File: src/rtl/bank_request_queue_if.sv
// bank_request_queue_if: upstream request channel, per-bank busy and issue bus of bank_request_queue.
`default_nettype none

interface bank_request_queue_if #(
  parameter int DATA_WIDTH = 8,
  parameter int ADDR_WIDTH = 8,
  parameter int CNT_WIDTH  = 3
);
  logic                    i_req_valid;
  logic                    o_req_ready;
  logic                    i_req_wr;
  logic [ADDR_WIDTH-1:0]   i_req_addr;
  logic [DATA_WIDTH-1:0]   i_req_data;
  logic [3:0]              i_bank_busy;
  logic                    o_issue_valid;
  logic [1:0]              o_issue_sel;
  logic [ADDR_WIDTH-3:0]   o_issue_addr;
  logic [DATA_WIDTH-1:0]   o_issue_data;
  logic                    o_issue_wr;
  logic [CNT_WIDTH-1:0]    o_count;
  logic                    o_full;
  logic                    o_empty;
  logic [7:0]              o_stall_cnt;

  modport slave (
    input  i_req_valid, i_req_wr, i_req_addr, i_req_data, i_bank_busy,
    output o_req_ready, o_issue_valid, o_issue_sel, o_issue_addr, o_issue_data,
           o_issue_wr, o_count, o_full, o_empty, o_stall_cnt
  );

  modport master (
    output i_req_valid, i_req_wr, i_req_addr, i_req_data, i_bank_busy,
    input  o_req_ready, o_issue_valid, o_issue_sel, o_issue_addr, o_issue_data,
           o_issue_wr, o_count, o_full, o_empty, o_stall_cnt
  );
endinterface

`default_nettype wire

File: src/rtl/bank_request_queue.sv
// bank_request_queue: in-order request FIFO issuing one request per cycle to a four-bank array.
// Rev 1.0 - initial release.
`default_nettype none

module bank_request_queue #(
  parameter int DATA_WIDTH = 8,
  parameter int ADDR_WIDTH = 8,
  parameter int DEPTH      = 4,
  parameter int CNT_WIDTH  = 3
) (
  input  logic                  i_clk,
  input  logic                  i_rst_n,
  bank_request_queue_if.slave   bus
);

  localparam int                   PTR_W    = $clog2(DEPTH);
  localparam int                   ENTRY_W  = 1 + ADDR_WIDTH + DATA_WIDTH;
  localparam int                   LADDR_W  = ADDR_WIDTH - 2;
  localparam logic [PTR_W-1:0]     PTR_ONE  = PTR_W'(1);
  localparam logic [CNT_WIDTH-1:0] CNT_ONE  = CNT_WIDTH'(1);
  localparam logic [CNT_WIDTH-1:0] CNT_FULL = CNT_WIDTH'(DEPTH);

  logic [ENTRY_W-1:0]    mem_q [DEPTH];
  logic [PTR_W-1:0]      wptr_q, wptr_d;
  logic [PTR_W-1:0]      rptr_q, rptr_d;
  logic [CNT_WIDTH-1:0]  count_q, count_d;
  logic                  issue_valid_q, issue_valid_d;
  logic [1:0]            issue_sel_q, issue_sel_d;
  logic [LADDR_W-1:0]    issue_addr_q, issue_addr_d;
  logic [DATA_WIDTH-1:0] issue_data_q, issue_data_d;
  logic                  issue_wr_q, issue_wr_d;
  logic [7:0]            stall_q, stall_d;

  logic [ENTRY_W-1:0]    w_head;
  logic                  w_head_wr;
  logic [ADDR_WIDTH-1:0] w_head_addr;
  logic [DATA_WIDTH-1:0] w_head_data;
  logic [1:0]            w_hsel;
  logic                  w_empty;
  logic                  w_full;
  logic                  w_push;
  logic                  w_fire;

  assign w_head      = mem_q[rptr_q];
  assign w_head_wr   = w_head[ENTRY_W-1];
  assign w_head_addr = w_head[DATA_WIDTH +: ADDR_WIDTH];
  assign w_head_data = w_head[DATA_WIDTH-1:0];
  assign w_hsel      = w_head_addr[ADDR_WIDTH-1 -: 2];

  assign w_empty = (count_q == '0);
  assign w_full  = (count_q == CNT_FULL);
  assign w_push  = bus.i_req_valid && !w_full;
  // Strict head-of-line: only the head's bank is consulted, younger entries wait.
  assign w_fire  = !w_empty && !bus.i_bank_busy[w_hsel];

  always_comb begin
    wptr_d        = wptr_q;
    rptr_d        = rptr_q;
    count_d       = count_q;
    issue_valid_d = 1'b0;
    issue_sel_d   = issue_sel_q;
    issue_addr_d  = issue_addr_q;
    issue_data_d  = issue_data_q;
    issue_wr_d    = issue_wr_q;
    stall_d       = stall_q;

    if (w_push) begin
      wptr_d = wptr_q + PTR_ONE;
    end

    if (w_fire) begin
      rptr_d        = rptr_q + PTR_ONE;
      issue_valid_d = 1'b1;
      issue_sel_d   = w_hsel;
      issue_addr_d  = w_head_addr[LADDR_W-1:0];
      issue_data_d  = w_head_data;
      issue_wr_d    = w_head_wr;
      stall_d       = 8'd0;
    end else if (!w_empty && (stall_q != 8'hFF)) begin
      stall_d = stall_q + 8'd1;
    end

    if (w_push && !w_fire) begin
      count_d = count_q + CNT_ONE;
    end else if (w_fire && !w_push) begin
      count_d = count_q - CNT_ONE;
    end
  end

  always_ff @(posedge i_clk or negedge i_rst_n) begin
    if (!i_rst_n) begin
      wptr_q        <= '0;
      rptr_q        <= '0;
      count_q       <= '0;
      issue_valid_q <= 1'b0;
      issue_sel_q   <= '0;
      issue_addr_q  <= '0;
      issue_data_q  <= '0;
      issue_wr_q    <= 1'b0;
      stall_q       <= '0;
    end else begin
      wptr_q        <= wptr_d;
      rptr_q        <= rptr_d;
      count_q       <= count_d;
      issue_valid_q <= issue_valid_d;
      issue_sel_q   <= issue_sel_d;
      issue_addr_q  <= issue_addr_d;
      issue_data_q  <= issue_data_d;
      issue_wr_q    <= issue_wr_d;
      stall_q       <= stall_d;
    end
  end

  // Storage carries no reset; occupancy alone decides what is valid.
  always_ff @(posedge i_clk) begin
    if (w_push) begin
      mem_q[wptr_q] <= {bus.i_req_wr, bus.i_req_addr, bus.i_req_data};
    end
  end

  assign bus.o_req_ready   = !w_full;
  assign bus.o_full        = w_full;
  assign bus.o_empty       = w_empty;
  assign bus.o_count       = count_q;
  assign bus.o_issue_valid = issue_valid_q;
  assign bus.o_issue_sel   = issue_sel_q;
  assign bus.o_issue_addr  = issue_addr_q;
  assign bus.o_issue_data  = issue_data_q;
  assign bus.o_issue_wr    = issue_wr_q;
  assign bus.o_stall_cnt   = stall_q;

endmodule

`default_nettype wire

File: src/flat_wrapper.sv
// flat-port wrapper written by rule: the top's interface ports become plain ports
module bank_request_queue_flat 
#(
  parameter int DATA_WIDTH = 8,
  parameter int ADDR_WIDTH = 8,
  parameter int DEPTH      = 4,
  parameter int CNT_WIDTH  = 3
)
  (i_clk, i_rst_n, bus_i_req_valid, bus_i_req_wr, bus_i_req_addr, bus_i_req_data, bus_i_bank_busy, bus_o_req_ready, bus_o_issue_valid, bus_o_issue_sel, bus_o_issue_addr, bus_o_issue_data, bus_o_issue_wr, bus_o_count, bus_o_full, bus_o_empty, bus_o_stall_cnt);
  bank_request_queue_if #(.DATA_WIDTH(DATA_WIDTH), .ADDR_WIDTH(ADDR_WIDTH), .CNT_WIDTH(CNT_WIDTH)) bus_i ();
  input  logic i_clk;
  input  logic i_rst_n;
  input wire logic [$bits(bus_i.i_req_valid)-1:0] bus_i_req_valid;
  input wire logic [$bits(bus_i.i_req_wr)-1:0] bus_i_req_wr;
  input wire logic [$bits(bus_i.i_req_addr)-1:0] bus_i_req_addr;
  input wire logic [$bits(bus_i.i_req_data)-1:0] bus_i_req_data;
  input wire logic [$bits(bus_i.i_bank_busy)-1:0] bus_i_bank_busy;
  output wire logic [$bits(bus_i.o_req_ready)-1:0] bus_o_req_ready;
  output wire logic [$bits(bus_i.o_issue_valid)-1:0] bus_o_issue_valid;
  output wire logic [$bits(bus_i.o_issue_sel)-1:0] bus_o_issue_sel;
  output wire logic [$bits(bus_i.o_issue_addr)-1:0] bus_o_issue_addr;
  output wire logic [$bits(bus_i.o_issue_data)-1:0] bus_o_issue_data;
  output wire logic [$bits(bus_i.o_issue_wr)-1:0] bus_o_issue_wr;
  output wire logic [$bits(bus_i.o_count)-1:0] bus_o_count;
  output wire logic [$bits(bus_i.o_full)-1:0] bus_o_full;
  output wire logic [$bits(bus_i.o_empty)-1:0] bus_o_empty;
  output wire logic [$bits(bus_i.o_stall_cnt)-1:0] bus_o_stall_cnt;
  assign bus_i.i_req_valid = bus_i_req_valid;
  assign bus_i.i_req_wr = bus_i_req_wr;
  assign bus_i.i_req_addr = bus_i_req_addr;
  assign bus_i.i_req_data = bus_i_req_data;
  assign bus_i.i_bank_busy = bus_i_bank_busy;
  assign bus_o_req_ready = bus_i.o_req_ready;
  assign bus_o_issue_valid = bus_i.o_issue_valid;
  assign bus_o_issue_sel = bus_i.o_issue_sel;
  assign bus_o_issue_addr = bus_i.o_issue_addr;
  assign bus_o_issue_data = bus_i.o_issue_data;
  assign bus_o_issue_wr = bus_i.o_issue_wr;
  assign bus_o_count = bus_i.o_count;
  assign bus_o_full = bus_i.o_full;
  assign bus_o_empty = bus_i.o_empty;
  assign bus_o_stall_cnt = bus_i.o_stall_cnt;
  bank_request_queue #(.DATA_WIDTH(DATA_WIDTH), .ADDR_WIDTH(ADDR_WIDTH), .DEPTH(DEPTH), .CNT_WIDTH(CNT_WIDTH)) u_core (.i_clk(i_clk), .i_rst_n(i_rst_n), .bus(bus_i));
endmodule
File: config.mk
export PLATFORM = sky130hd
export DESIGN_NAME = bank_request_queue_flat
export DESIGN_NICKNAME = d
export VERILOG_FILES = /design/src/rtl/bank_request_queue_if.sv /design/src/rtl/bank_request_queue.sv /design/src/flat_wrapper.sv
export SDC_FILE = /design/constraint.sdc
export NUM_CORES = 1
export LEC_CHECK = 0
export ABC_AREA = 1
export CELL_PAD_IN_SITES_DETAIL_PLACEMENT = 1
export CELL_PAD_IN_SITES_GLOBAL_PLACEMENT = 1
export CORE_MARGIN = 1.5
export CORE_UTILIZATION = 33
export DETAILED_ROUTE_END_ITERATION = 10
export DONT_BUFFER_PORTS = 1
export GPL_TIMING_DRIVEN = 0
export PLACE_DENSITY_LB_ADDON = 0.1
export SYNTH_ARGS = -nofsm -noshare
export SYNTH_HDL_FRONTEND = slang
export SYNTH_SLANG_ARGS = --single-unit
File: constraint.sdc
create_clock -name i_clk -period 2.5 [get_ports i_clk]
set_input_delay 0.375 -clock i_clk [delete_from_list [all_inputs] [get_ports i_clk]]
set_output_delay 0.375 -clock i_clk [all_outputs]
set_load 0.01 [all_outputs]
==> results.json <==
{
  "outcome": "completed",
  "io_pins": 56,
  "path_class": "register to register",
  "viasPerCell": 4.723,
  "nFillCells": 1366,
  "crit_top_cell": "inv_1",
  "dp_slack_ps": -132.7,
  "htreeDepth": 3,
  "final_cell_area_mm2": 0.004881,
  "required_ps": 2730,
  "synth_edf_count": 68,
  "p_int_mw": 3.999,
  "remaining_drc_errors": 0,
  "seqPwrFrac": 0.397,
  "crit_fanout": 6,
  "synth_common_cells": "nand2_1, edfxtp_1, nor2_1, dfrtp_1, inv_1",
  "drive_gt1_frac": 0.1266,
  "start_util": 0.3377,
  "grt_pass1_vias": 2845,
  "die_y_um": 116.4,
  "setup_viol": 0,
  "hold_path_class": "input port to register",
  "path_cells": "nor3_2 -> inv_1 -> nand2_2 -> inv_1 -> ha_1 -> inv_1 -> fa_1 -> mux2_2",
  "worstMarginPinSlew_ps": 606.2,
  "netlist_instances": 370,
  "hold_violations": 0,
  "comb_power_share": 0.394,
  "final_nets": 421,
  "p_clk_frac": 0.210,
  "async_reset_ff_frac": 0.3267,
  "grt_max_degree": 34,
  "ys_seq_elements": 101,
  "syn_area_per_cell_um2": 11.47,
  "grt.total_usage": 0.1587,
  "powerDensity_mw_per_mm2": 1357,
  "dieWidth_um": 116.4,
  "dieArea_mm2": 0.01355,
  "max_slew_margin": 0.5954,
  "cts_buffer_depth": 2,
  "switchingPower_mw": 2.623,
  "netlist_area_mm2": 0.004244,
  "placed_cells": 546,
  "seq_area_frac_synth": 0.6757,
  "fin_hold_ws_ps": 119.5,
  "fin_crit_ps": 2330,
  "drt-initial-drc-count": 85,
  "fmax_mhz": 429.3,
  "finalPower_mw": 6.622,
  "fin_cells": 567,
  "finClkSkew_ps": 9.208,
  "swShare": 0.3961,
  "synth_area_leader_cell": "edfxtp_1",
  "yosys-top-cells-area": "edfxtp_1, dfrtp_1, nand2_1, o21ai_0, nor2_1",
  "vdd_drop_max_v": 0.0004290,
  "synth.distinct_cells": 28,
  "rsz0062_at_grt": "no",
  "io_buffer_count": 0,
  "clock_latency_ps": 350,
  "drv_cap": 0,
  "firstDrtPassIters": 4,
  "synth_flop_cell": "edfxtp_1",
  "startpoint_type": "register",
  "power_leakage_nw": 1.976,
  "final_core_util": 0.3884,
  "finalWirelength_mm": 9.862,
  "path_clk_slew_ps": 70,
  "routedWlPerCell_um": 17.39,
  "arrival_ps": 2560,
  "numCtsBuffers": 9,
  "area_growth_pct": 15.01,
  "clock-sinks": 101,
  "vias": 2678,
  "slew_violations": 0,
  "cpPeakStageDelay_ps": 480,
  "place_area_mm2": 0.004529,
  "cts_tree": "done",
  "antenna_cells": 0,
  "fp.coreArea_mm2": 0.01257,
  "worst_slack_ps": 170.4,
  "routabilityCongestion": 0.6866,
  "timing.final.crit_share": 0.9318,
  "finalSetupTns_ps": 0,
  "overflow": 0,
  "critical_path.slowest_cell": "dfrtp_1",
  "yosysWarnings": 0,
  "drtAntennaViolNets": 0,
  "clockRootBuffer": "clkbuf_16",
  "grt_antenna_before_repair": 0,
  "endpoint_kind": "register",
  "hpwl_mm": 6.817,
  "syn_nets": 401,
  "yosysMostFrequentCell": "nand2_1",
  "grt_pass1_wl_mm": 15.61,
  "num_rows": 41,
  "synth_top_area_frac": 0.4811
}
what timing repair did:
action                     CTS  global route
pin swaps                    0             1
buffers inserted             1             3
gates resized for setup      3             3
cloned                       0             0
hold buffers                 2             0
setup endpoints to repair    2             2
hold endpoints to repair    33             0
sequential cells by signal, summed over array words and instances (netlist names), 2 cells and up:
signal                   count
u_core.mem_q                68
u_core.bus.o_issue_sel       2
u_core.wptr_q                2
u_core.bus.o_count           3
u_core.rptr_q                2
u_core.bus.o_stall_cnt       8
u_core.bus.o_issue_addr      6
u_core.bus.o_issue_data      8
kinds of logic after synthesis:
family	count (synthesis)	synth area share
and+or+nand+nor	147	0.1589
DFF	101	0.6757
buffers and inverters	55	0.05808
AOI/OAI and AO/OA	51	0.06574
xor gates and xnor gates	8	0.01651
adders and majority gates	7	0.02241
muxes	1	0.002653
worst max-delay path, delay by kind of cell, from the launching register on:
kind | cells | cell delay [ps]
mux | 1 | 270
simple gates | 2 | 510
buf+inv | 3 | 350
flops | 1 | 480
fa+ha+maj | 2 | 610
cell usage in the layout (no fill, tap or decap), drive strengths merged:
master and instances:
bufinv 1, inv 39, o21bai 2, nand4 22, mux2 1, dlygate4sd3 1, o21ai 32, dfrtp 33
a21oi 2, nor3 1, nand3b 1, o22ai 15, nor2 39, fa 1, buf 17, edfxtp 68
ha 6, xor2 7, clkinv 1, clkbuf 21, nand2 72, nand3 12, xnor2 1
final cells by class:
class / count / area (um2) / share of cell area
inverters: 37 / 143.9 / 0.02948
clock inverters: 4 / 56.30 / 0.01154
multi-input cells: 214 / 1147 / 0.2351
repair buffers: 10 / 120.1 / 0.02461
flip-flops and latches: 101 / 2868 / 0.5875
plain buffers: 17 / 93.84 / 0.01923
well taps: 172 / 215.2 / 0.04409
clock buffers: 12 / 236.5 / 0.04845
power groups by stage:
| stage | Sequential, mW | Clock [mW] | Combinational (mW) |
|---|---|---|---|
| floorplan | 2.58 | 0 | 1.82 |
| global placement | 2.67 | 0 | 2.46 |
| detailed placement | 2.67 | 0 | 2.58 |
| CTS | 2.64 | 1.43 | 2.65 |
| global route | 2.68 | 1.50 | 2.98 |
| finish | 2.63 | 1.39 | 2.61 |
path summary, 6_finish.rpt:
check,to,slack [ps],cells past startpoint,start
hold / removal,u_core.mem_q[3][7]$_DFFE_PP_,120,0,bus_i_req_data[7]
setup / recovery,u_core.bus.o_count[1]$_DFFE_PN0P_,170,8,u_core.bus.o_count[1]$_DFFE_PN0P_
max in group asynchronous,u_core.bus.o_count[2]$_DFFE_PN0P_,1830,2,i_rst_n
setup reg to reg,u_core.bus.o_count[1]$_DFFE_PN0P_,170,8,u_core.bus.o_count[1]$_DFFE_PN0P_
hold reg to reg,u_core.bus.o_issue_wr$_DFFE_PN0N_,550,2,u_core.bus.o_issue_wr$_DFFE_PN0N_
min in group asynchronous,u_core.bus.o_issue_data[2]$_DFFE_PN0N_,500,2,i_rst_n
layer usage:
metal | vias to the layer above | global-route usage | wire (um)
li1 | 1301 | - | -
met1 | 1324 | 0.1982 | 4422
met2 | 43 | 0.2631 | 4765
met3 | 10 | 0.04567 | 538
met4 | 0 | 0.05854 | 135
met5 | - | 0 | 0
(Power assumes the default switching activity.)
